[config.mk]
export PLATFORM = sky130hd
export DESIGN_NAME = store_buffer_ctrl
export DESIGN_NICKNAME = d
export VERILOG_FILES = /design/src/rtl/store_buffer_ctrl.sv
export SDC_FILE = /design/constraint.sdc
export NUM_CORES = 1
export LEC_CHECK = 0
export BUFFER_PORTS_ARGS = -buffer_cell sky130_fd_sc_hd__buf_2
export CAP_MARGIN = 25
export CORE_ASPECT_RATIO = 1.1
export CORE_MARGIN = 1.5
export CORE_UTILIZATION = 50
export DETAILED_ROUTE_END_ITERATION = 16
export GPL_ROUTABILITY_DRIVEN = 0
export PLACE_DENSITY = 0.8
export RECOVER_POWER = 100
export SYNTH_ARGS = -nofsm -noshare
export SYNTH_HDL_FRONTEND = slang
export SYNTH_SLANG_ARGS = --single-unit
[constraint.sdc]
create_clock -name clk -period 4.1 [get_ports clk]
set_input_delay 0.205 -clock clk [delete_from_list [all_inputs] [get_ports clk]]
set_output_delay 0.205 -clock clk [all_outputs]
set_load 0.01 [all_outputs]
[src/rtl/store_buffer_ctrl.sv]
// Store buffer and single-owner data bus controller: queues stores in a FIFO,
// drains them in the background and lets loads bypass unless a queued store hits the same word.
module store_buffer_ctrl #(
   parameter int DEPTH = 4,
   parameter int AW    = 32
) (
   input  logic          clk,
   input  logic          rst,
   input  logic          st_valid,
   input  logic [AW-1:0] st_addr,
   input  logic [3:0]    st_sel,
   input  logic [31:0]   st_wdata,
   output logic          st_ready,
   input  logic          ld_valid,
   input  logic [AW-1:0] ld_addr,
   output logic          ld_done,
   output logic [31:0]   ld_rdata,
   output logic          data_req,
   output logic          data_wr,
   output logic [3:0]    data_wstrb,
   output logic [AW-1:0] data_addr,
   output logic [31:0]   data_wdata,
   input  logic          data_addr_ok,
   input  logic          data_data_ok,
   input  logic [31:0]   data_rdata,
   output logic          sb_empty
);

   localparam int PW = $clog2(DEPTH);

   typedef enum logic [2:0] {IDLE, LD_ADDR, LD_DATA, ST_ADDR, ST_DATA} state_t;

   state_t          state_q, state_d;
   logic [PW-1:0]   wr_ptr_q, wr_ptr_d;
   logic [PW-1:0]   rd_ptr_q, rd_ptr_d;
   logic [PW:0]     count_q, count_d;

   logic [AW-1:0]   addr_mem [DEPTH];
   logic [3:0]      sel_mem  [DEPTH];
   logic [31:0]     data_mem [DEPTH];

   logic            push, pop, hit;

   // NOTE: the entry storage carries no reset; validity comes only from count/pointers.
   always_ff @(posedge clk) begin
      if (push) begin
         addr_mem[wr_ptr_q] <= st_addr;
         sel_mem[wr_ptr_q]  <= st_sel;
         data_mem[wr_ptr_q] <= st_wdata;
      end
   end

   // NOTE: sequential state uses non-blocking assignments so every flop samples pre-edge values.
   always_ff @(posedge clk) begin
      if (rst) begin
         state_q  <= IDLE;
         wr_ptr_q <= '0;
         rd_ptr_q <= '0;
         count_q  <= '0;
      end else begin
         state_q  <= state_d;
         wr_ptr_q <= wr_ptr_d;
         rd_ptr_q <= rd_ptr_d;
         count_q  <= count_d;
      end
   end

   // An entry is live when its distance from the head is below the occupancy.
   always_comb begin
      hit = 1'b0;
      for (int i = 0; i < DEPTH; i++) begin
         if ({1'b0, PW'(PW'(i) - rd_ptr_q)} < count_q &&
             addr_mem[i][AW-1:2] == ld_addr[AW-1:2])
            hit = 1'b1;
      end
   end

   assign st_ready = (count_q < (PW+1)'(DEPTH));
   assign push     = st_valid & st_ready & (|st_sel);
   assign ld_rdata = data_rdata;
   assign sb_empty = (count_q == '0) && (state_q == IDLE);

   // NOTE: every always_comb output gets a default first so no path infers a latch.
   always_comb begin
      state_d    = state_q;
      pop        = 1'b0;
      ld_done    = 1'b0;
      data_req   = 1'b0;
      data_wr    = 1'b0;
      data_wstrb = 4'b0000;
      data_addr  = '0;
      data_wdata = '0;
      unique case (state_q)
         IDLE: begin
            if (ld_valid && !hit)
               state_d = LD_ADDR;
            else if (count_q != '0)
               state_d = ST_ADDR;
         end
         LD_ADDR: begin
            data_req  = 1'b1;
            data_addr = ld_addr & ~AW'(3);
            if (data_addr_ok)
               state_d = LD_DATA;
         end
         LD_DATA: begin
            if (data_data_ok) begin
               ld_done = 1'b1;
               state_d = IDLE;
            end
         end
         ST_ADDR: begin
            data_req   = 1'b1;
            data_wr    = 1'b1;
            data_addr  = addr_mem[rd_ptr_q];
            data_wstrb = sel_mem[rd_ptr_q];
            data_wdata = data_mem[rd_ptr_q];
            if (data_addr_ok)
               state_d = ST_DATA;
         end
         ST_DATA: begin
            if (data_data_ok) begin
               pop     = 1'b1;
               state_d = IDLE;
            end
         end
         default: state_d = IDLE;
      endcase
   end

   always_comb begin
      wr_ptr_d = wr_ptr_q;
      rd_ptr_d = rd_ptr_q;
      count_d  = count_q;
      if (push)
         wr_ptr_d = wr_ptr_q + 1'b1;
      if (pop)
         rd_ptr_d = rd_ptr_q + 1'b1;
      unique case ({push, pop})
         2'b10:   count_d = count_q + 1'b1;
         2'b01:   count_d = count_q - 1'b1;
         default: count_d = count_q;
      endcase
   end

endmodule

### After elaboration in Yosys (flattened, before gate mapping)

Memories as Yosys holds them, arrays and structs flattened. A register that Yosys moved wholly into a read port is not among the register bits.
Cells that the tools add are included.

* bits of input ports: 138
* memory bits (writable): 272
* memories kept: 3
* register bits after elaboration: 10
* output and inout port bits: 105

* bitwise logic cells: 2
* add/subtract/negate cells: 8
* mux-type cells: 27
* reduce and logical (&&, ||, !) cells: 15
* magnitude comparators: 5
* eq/ne operators: 14

Memories
* addr_mem: words 4, width 32, read ports 5, clocked after Yosys merged registers in 1, write ports 1, RTL line 38 `logic [AW-1:0] addr_mem [DEPTH];`
* data_mem: words 4, width 32, read ports 1, clocked after Yosys merged registers in 1, write ports 1, RTL line 40 `logic [31:0] data_mem [DEPTH];`
* sel_mem: words 4, width 4, read ports 1, clocked after Yosys merged registers in 1, write ports 1, RTL line 39 `logic [3:0] sel_mem [DEPTH];`

Operators with widths (number)
* == test 30 bit: 4
* one-hot mux 32 bit (2 select lines): 1
* 2-to-1 mux 32 bit: 1
* 2-to-1 mux 3 bit: 5
* less-than comparator 2 x 3 -> 1 bit: 4
* 2-to-1 mux 2 bit: 6
* one-hot mux 3 bit (4 select lines): 1
* 2-to-1 mux 1 bit: 11
* == test 3 x 2 -> 1 bit, second input constant: 2
* logical AND 1 bit: 6
* logical NOT 3 bit: 2
* one-hot mux 3 bit (2 select lines): 1
* adder 2 x 1 -> 2 bit, second input constant: 2
* 2-to-1 mux 4 bit: 1
* != test 2 bit, second input constant: 2
* AND reduction 4 bit: 1
* OR reduction 2 bit: 2
* OR reduction 4 bit: 1
* subtractor 1 x 2 -> 2 bit, first input constant: 2
* subtractor 2 bit, first input constant: 2
* adder 3 x 1 -> 3 bit, second input constant: 1
* == test 3 x 1 -> 1 bit, second input constant: 1
* == test 3 bit, second input constant: 1
* less-than comparator 3 bit, second input constant: 1
* other kinds (9): 10

### Depth between registers and ports, before layout

Gate-level depths: netlist (run 1).

* word-level depth: 11
* gate-level depth with buffers: 10
* depth with buffers taken out: 9

### Worst setup path after synthesis (run 1)

Ideal clock, no wire load.

* path type: register to register
* start: reg count_q[2]
* end: mem addr_mem[0][0] (enable)
* setup time: 433 ps
* period minus slack after synthesis: 2949 ps
* path buffers: 1
* slack: 1151 ps
* cell stages (with the launch flop): 5
* data arrival time: 2516 ps
* cells stage by stage: dfxtp_1 inv_1 and3_1 clkbuf_1 and2_1

* cells in the longest elaborated chain, start to end: 5

RTL lines
* from (decl): RTL line 36 `logic [PW:0] count_q, count_d;`
* from (signal assigned): RTL line 64 `count_q <= count_d;`
* less-than comparator 3 bit: RTL line 78 `assign st_ready = (count_q < (PW+1)'(DEPTH));`
* via st_ready: RTL line 13 `output logic st_ready,`
* bitwise AND 1 bit (2 in a row): RTL line 79 `assign push = st_valid & st_ready & (|st_sel);`
* 2-to-1 mux 1 bit: RTL line 46 `if (push) begin`
* 2-to-1 mux 1 bit (implied by the code): RTL line 47 `addr_mem[wr_ptr_q] <= st_addr;`
* to (decl): RTL line 38

The timed path passes the listed nets, and every way through them passes these cells.

### Worst setup path in the final report (run 1)

* start: reg state_q[1]
* end: out data_addr[22]

* cells in the longest elaborated chain, start to end: 2

RTL lines
* from (decl): RTL line 33 `state_t state_q, state_d;`
* from (signal assigned): RTL line 61 `state_q <= state_d;`
* == test 3 x 2 -> 1 bit or == test 3 x 1 -> 1 bit (tied branches): RTL line 93 `unique case (state_q)`
* one-hot mux 32 bit (2 select lines) *: RTL line 93
* to (decl): RTL line 21 `output logic [AW-1:0] data_addr,`

Every way passes the cells marked *; elsewhere a longest branch is shown, timed or not.

==> results of run 1 <==
## what timing repair did
action                    CTS  global route
hold endpoints to repair  280             0
gates resized for setup     0             0
hold buffers               71             0
## final timing paths
| check | to | start | slack, ps |
|---|---|---|---|
| setup / recovery | data_addr[22] | state_q[1]$_SDFFE_PP0P_ | 680 |
| setup reg to reg | addr_mem[3][29]$_DFFE_PP_ | count_q[2]$_SDFFE_PP0P_ | 890 |
| hold / removal | state_q[0]$_SDFFE_PP0P_ | data_addr_ok | 90 |
| hold reg to reg | count_q[1]$_SDFFE_PP0P_ | count_q[1]$_SDFFE_PP0P_ | 520 |
## report_power, final
group | internal (mW) | switching, mW | total, mW
Combinational | 0.335 | 0.529 | 0.864
Clock | 1.67 | 1.07 | 2.74
Sequential | 3.34 | 0.0650 | 3.41
Total | 5.35 | 1.67 | 7.02
## area by class of cell
cell class / count / area, sq um / area share (%)
clock buffer: 32 / 737.0 / 4.783
sequential: 284 / 8419 / 54.65
multi-input combinational: 395 / 4013 / 26.04
clock inverter: 19 / 259.0 / 1.681
tap: 346 / 432.9 / 2.810
timing repair buffer: 260 / 1493 / 9.688
antenna: 2 / 5.005 / 0.03248
inverter: 13 / 48.80 / 0.3167
## flip-flops by register name, summed over array words and instances, names as in the netlist, named ones only
signal    count
wr_ptr_q      2
data_mem    128
rd_ptr_q      2
state_q       3
addr_mem    128
count_q       3
sel_mem      16
## through the flow
stage                     area, sq um  std cells  total power [mW]  setup slack (ps)  util (%)
after CTS                       15620       1349             7.069              1124     61.44
after global routing            15410       1351             7.247             561.2     60.62
after floorplan                 13010        789             3.997              1151         -
final                           15410       1351             7.016             683.1     60.62
after global placement          13910       1227             4.279              1521     54.73
after detailed placement        13910       1227             4.302              1509     54.73
## cells by family (layout without fill, tap and decap cells)
| logic type | Yosys count | in the layout | share of synthesized area (%) |
|---|---|---|---|
| AO/OA/AOI/OAI | 19 | 19 | 1.058 |
| XOR/XNOR | 126 | 126 | 8.484 |
| adder cells (fa/ha/maj) | 10 | 10 | 1.020 |
| buffers and inverters | 110 | 324 | 4.550 |
| flip-flops | 284 | 284 | 64.64 |
| multiplexers | 99 | 99 | 14.16 |
| other | 0 | 2 | 0 |
| AND/OR/NAND/NOR | 141 | 141 | 6.089 |
## per-layer routing
metal | up-vias | global-route usage [%] | share of wire, %
met5 | - | 0 | 0.091
met4 | 4 | 8.654 | 3.1
met3 | 74 | 4.862 | 8.0
met2 | 320 | 39.25 | 50
met1 | 3768 | 28.92 | 39
li1 | 3353 | - | -
## worst max-delay path, delay by kind of cell (launching register included)
family	cells	cell delay, ps
buf+inv	2	1660
mux	1	390
flops	1	340
simple gates	1	260
## placed cells by master (no fill, tap or decap), types with 11 or more instances in the layout
cell type      netlist  layout
nor4_1              16      16
inv_1               13      13
nor2_1              41      41
clkbuf_1            38     152
dlygate4sd3_1        0      71
buf_2               20      35
clkbuf_16            0      29
mux2i_1             31      31
xnor2_1             35      35
mux4_2              68      68
edfxtp_1           272     272
and3_1              40      40
nand4_1             11      11
xor2_1              91      91
==> results.py, run 1 <==
metrics = {
    "outcome": {
        "status": "complete, but fails checks",
        "violations": "max-capacitance violations, max-slew violations",
    },
    "global_routing": {
        "overflow": 0,
        "grt_pass1_wl_um": 45550,
        "grt_max_degree": 76,
        "gr-usage-all-layers_pct": 22.97,
        "antenna_found_initial": 5,
        "grt_pass1_vias": 7794,
    },
    "final_layout": {
        "layout-drive-gt1-share_pct": 16.35,
        "nNetsFinal": 1130,
        "n_fill_cell": 1948,
        "syn_to_final_growth_pct": 18.45,
    },
    "die": {
        "dieArea_sq_um": 26990,
        "die_y_um": 172.2,
        "core_area_sq_um": 25420,
        "die_w_um": 156.8,
        "num_rows": 61,
        "start_util_pct": 51.18,
        "ios": 243,
    },
    "synthesis": {
        "synth_fp_nets": 937,
        "synth_edf_count": 272,
        "yosysMostFrequentCell": "edfxtp_1",
        "ys_types": 41,
        "synth_seq_cells": 284,
        "syn_area_sq_um": 13010,
        "netlist_instances": 789,
        "synth_area_leader_cell": "edfxtp_1",
        "synth_top_cell_area_share_pct": 62.79,
        "ys.flop_type": "edfxtp_1",
        "synth_top_cells_by_count": "edfxtp_1 (272), xor2_1 (91), mux4_2 (68)",
        "ys.warnings.count": 0,
        "syn_avg_cell_area_sq_um": 16.49,
        "async_reset_ff_share_pct": 0,
        "synth_area_leaders": "edfxtp_1 (63%), mux4_2 (12%), xor2_1 (6.1%), mux2i_1 (2.4%), xnor2_1 (2.4%)",
        "yosysSeqAreaShare_pct": 64.64,
    },
    "setup_path": {
        "cp-end-kind": "output port",
        "critPathSlowestCell": "clkbuf_2",
        "path_cells": "clkbuf_2 > mux2i_1 > nor2_1 > clkbuf_1",
        "r2r_cells": 4,
        "worstPathArrival_ps": 3210,
        "slowest_delay_ps": 1470,
        "crit_fanout": 75,
        "worst_ep_required_time_ps": 3890,
        "cp-start-kind": "register",
        "critPathKind": "register to output port",
    },
    "sta": {
        "slew_headroom_pct": -37.74,
        "period_share_pct": 83.34,
        "hold_viol": 0,
        "setup_viol": 0,
        "worst_pin_slew_ps": 2066,
        "skew_ps": 16.46,
        "rsz0062_at_grt": "false",
        "finalCriticalPeriod_ps": 3417,
        "tns_ps": 0,
        "drv_slew": 76,
        "max_freq_mhz": 292.7,
        "whs_ps": 93.46,
    },
    "cts": {
        "cts_tree": "built",
        "clkLatencyLatePin_ps": 530,
        "cts_sinks": 284,
        "cts_buffers": 28,
        "clockBufferDepth": 3,
        "cts_setup_buffers": 0,
        "ctsHtreeMaxLevel": 1,
        "cts_root_buf": "clkbuf_16",
        "cts.clk_slew.worst_paths_ps": 60,
    },
    "placed_design": {
        "dp_hpwl_um": 19460,
        "portBuffers": 176,
    },
    "route": {
        "first_pass_iters": 5,
        "drt-total-wl_um": 30610,
        "first_iter_violations": 595,
        "antenna_left": 0,
        "viasPerCell": 5.566,
        "drc": 0,
        "wl_per_cell_um": 22.66,
        "vias": 7519,
    },
    "hold_path": {
        "hp-class": "input pin to register",
        "hold-path-cell-count": 3,
    },
    "power": {
        "powerDensity_nw_per_um2": 455.4,
        "p_leak_nw": 5.109,
        "irDropWorstVdd_v": 0.0004702,
    },
    "run": {
        "maxCapViolations": 1,
    },
}
No activity file was read; power rests on OpenSTA's default activity.
==> run 2, diff against run 1 <==
ABC_AREA = 1   (was not set)
PLACE_DENSITY = 0.83   (was 0.8)
clock period = 2.8 ns   (was 4.1 ns; I/O delays follow)
==> run 2 against run 1 <==
The run now ends clean. Total power up 58%. Clock skew down 3.0 ps. Sequential power up 50%. Register-to-register slack worse by 540 ps. Clock-buffer cell count up 9. Hold slack worse by 41 ps. Cell area up 2.1%. Synthesized cell count up 62%.
==> results.py, run 2 <==
metrics = {
    "synthesis": {
        "syn_avg_cell_area_sq_um": 10.44,
        "synth_area_leaders": "edfxtp_1 (61%), nor2_1 (6.2%), o21ai_0 (5.5%), nand2_1 (4.9%), a21oi_1 (4.0%)",
        "synth_top_cells_by_count": "edfxtp_1 (272), nor2_1 (219), nand2_1 (175)",
        "synth_fp_nets": 1428,
        "ys_types": 33,
        "synth_edf_count": 272,
        "ys.flop_type": "edfxtp_1",
        "yosysSeqAreaShare_pct": 62.94,
        "synth_seq_cells": 284,
        "ys.warnings.count": 0,
        "async_reset_ff_share_pct": 0,
        "synth_top_cell_area_share_pct": 61.14,
        "netlist_instances": 1280,
        "synth_area_leader_cell": "edfxtp_1",
        "yosysMostFrequentCell": "edfxtp_1",
        "syn_area_sq_um": 13360,
    },
    "global_routing": {
        "grt_pass1_vias": 10300,
        "grt_max_degree": 93,
        "gr-usage-all-layers_pct": 25.73,
        "grt_pass1_wl_um": 55180,
        "antenna_found_initial": 2,
        "overflow": 0,
    },
    "setup_path": {
        "r2r_end": "data_mem[3][27]$_DFFE_PP_",
        "crit_fanout": 32,
        "r2r_cells": 7,
        "worst_ep_required_time_ps": 2660,
        "worstPathArrival_ps": 2540,
        "cp-end-kind": "output port",
        "critPathKind": "register to output port",
        "reg2reg_from": "count_q[2]$_SDFFE_PP0P_",
        "timing.reg2reg.setup_slack_ps": 350,
        "cp-start-kind": "register",
    },
    "final_layout": {
        "nNetsFinal": 1622,
        "n_fill_cell": 2140,
        "mostFrequentLayoutCells": "edfxtp_1 (272), nor2_1 (216), nand2_1 (176)",
        "syn_to_final_growth_pct": 17.79,
        "reg_top3": "addr_mem: 128 flops, data_mem: 128 flops, sel_mem: 16 flops",
        "final_common_cell": "edfxtp_1",
        "seq_area_sq_um": 8413,
        "stdcell_count": 1848,
        "multi_input_area_sq_um": 4069,
        "utilization_pct": 60.01,
        "layout-drive-gt1-share_pct": 9.371,
    },
    "sta": {
        "period_share_pct": 95.59,
        "drv_slew": 0,
        "rsz0062_at_grt": "false",
        "skew_ps": 13.42,
        "tns_ps": 0,
        "setup_viol": 0,
        "worst_pin_slew_ps": 1029,
        "hold_viol": 0,
        "slew_headroom_pct": 31.40,
        "fin_ws_ps": 123.4,
        "finalCriticalPeriod_ps": 2677,
        "max_freq_mhz": 373.6,
    },
    "cts": {
        "clockBufferDepth": 3,
        "cts_sinks": 284,
        "cts_buffers": 28,
        "ctsHtreeMaxLevel": 1,
        "cts_root_buf": "clkbuf_16",
        "cts.clk_slew.worst_paths_ps": 70,
        "cts_tree": "built",
        "clkLatencyLatePin_ps": 540,
    },
    "route": {
        "drt-total-wl_um": 36370,
        "viasPerCell": 5.536,
        "vias": 10230,
        "antenna_left": 0,
        "drc": 0,
        "first_iter_violations": 983,
        "first_pass_iters": 6,
        "wl_per_cell_um": 19.68,
    },
    "power": {
        "power_frac_seq_pct": 46.1,
        "combPwrFrac_pct": 20.9,
        "p_int_mw": 7.851,
        "clkPwrFrac_pct": 33.0,
        "irDropWorstVdd_v": 0.0008557,
        "powerDensity_nw_per_um2": 705.1,
        "switching_power_mw": 3.244,
        "p_leak_nw": 5.851,
        "power_switching_share_pct": 29.24,
        "finalPower_mw": 11.10,
    },
    "die": {
        "ios": 243,
        "start_util_pct": 50.95,
        "num_rows": 62,
        "core_area_sq_um": 26220,
        "dieArea_sq_um": 27710,
        "die_w_um": 158.9,
        "die_y_um": 174.4,
    },
    "hold_path": {
        "hold_start": "rst",
        "hp-class": "input pin to register",
        "min_to": "state_q[1]$_SDFFE_PP0P_",
        "hold-path-cell-count": 4,
    },
    "run": {
        "maxCapViolations": 0,
    },
    "placed_design": {
        "dp_cells": 1727,
        "place_ws_ps": 652.4,
        "dp_hpwl_um": 22530,
        "portBuffers": 176,
    },
    "outcome": {
        "status": "complete, no violations",
    },
}
## run 2: cell count changes in the layout (fill, tap and decap cells not counted), moves of 12 or more
| cell | previous run | this run |
|---|---|---|
| a21oi_1 | 8 | 106 |
| and3_1 | 40 | 0 |
| buf_2 | 35 | 47 |
| inv_1 | 13 | 67 |
| inv_2 | 0 | 15 |
| mux2i_1 | 31 | 0 |
| mux4_2 | 68 | 0 |
| nand2_1 | 4 | 176 |
| nand3_1 | 5 | 19 |
| nor2_1 | 41 | 216 |
| nor4_1 | 16 | 2 |
| o21ai_0 | 1 | 146 |
| xor2_1 | 91 | 50 |
## run 2: power by group through the flow
stage                     sequential [mW]  clock, mW  combinational, mW
after CTS                            5.12       3.68               2.35
after global routing                 5.14       3.85               2.55
final                                5.12       3.66               2.32
after floorplan                      5.16          0               1.47
after global placement               5.19          0               2.18
after detailed placement             5.21          0               2.25
## run 2: worst max-delay path by stage
stage,from,endpoint,slack [ps]
after CTS,register,data_addr[18],190
final,state_q[0]$_SDFFE_PP0P_,data_wdata[15],120
after detailed placement,state_q[1]$_SDFFE_PP0P_,count_q[2]$_SDFFE_PP0P_,650
after global routing,state_q[0]$_SDFFE_PP0P_,data_wdata[15],30
after floorplan,count_q[2]$_SDFFE_PP0P_,addr_mem[0][0]$_DFFE_PP_,-300
after global placement,st_sel[1],count_q[2]$_SDFFE_PP0P_,630
## run 2: final cells by class
type,instances,share of cell area (%)
tap,352,2.799
clock inverter,9,0.6123
inverter,84,2.012
clock buffer,41,5.025
sequential,284,53.47
antenna,2,0.03181
timing repair buffer,268,10.19
multi-input combinational,808,25.86
## run 2: kinds of logic (layout without fill, tap and decap cells)
logic type / count (synthesis) / after routing / synth area share, %
simple gates: 431 / 431 / 12.59
other cells: 0 / 2 / 0
xor+xnor: 81 / 81 / 5.310
flops: 284 / 284 / 62.94
buf+inv: 188 / 402 / 6.753
fa+ha+maj: 10 / 10 / 0.9928
compound gates: 286 / 286 / 11.42
## run 2: metal layers
layer	track usage (%)	vias up	part of all wire (%)
met5	0	-	0
met2	45.76	553	50
li1	-	4732	-
met1	29.34	4810	36
met3	5.154	135	8.7
met4	13.48	0	4.8
## run 2: what timing repair did
action | 4_1_cts | 5_1_grt
endpoints found under the hold margin | 272 | 0
hold buffers | 68 | 0
setup buffers | 0 | 1
endpoints found under the setup margin | 0 | 1
resized for setup | 0 | 0
## run 2: stage by stage
stage | hold slack [ps] | instance area, sq um
4_1_cts | 32.38 | 15950
3_5_place_dp | 280.1 | 14380
2_1_floorplan | 238.9 | 13370
5_1_grt | 65.93 | 15730
6_report | 52.75 | 15740
3_3_place_gp | 280.1 | 14380
## run 2: worst max-delay path, stage by stage (launching register included)
cell and delay, ps:
dfxtp_1 360, inv_2 60, nor2_2 70, buf_4 200, inv_1 80, nor2_1 160, inv_2 230, buf_4 340
a21oi_1 290, clkbuf_2 200
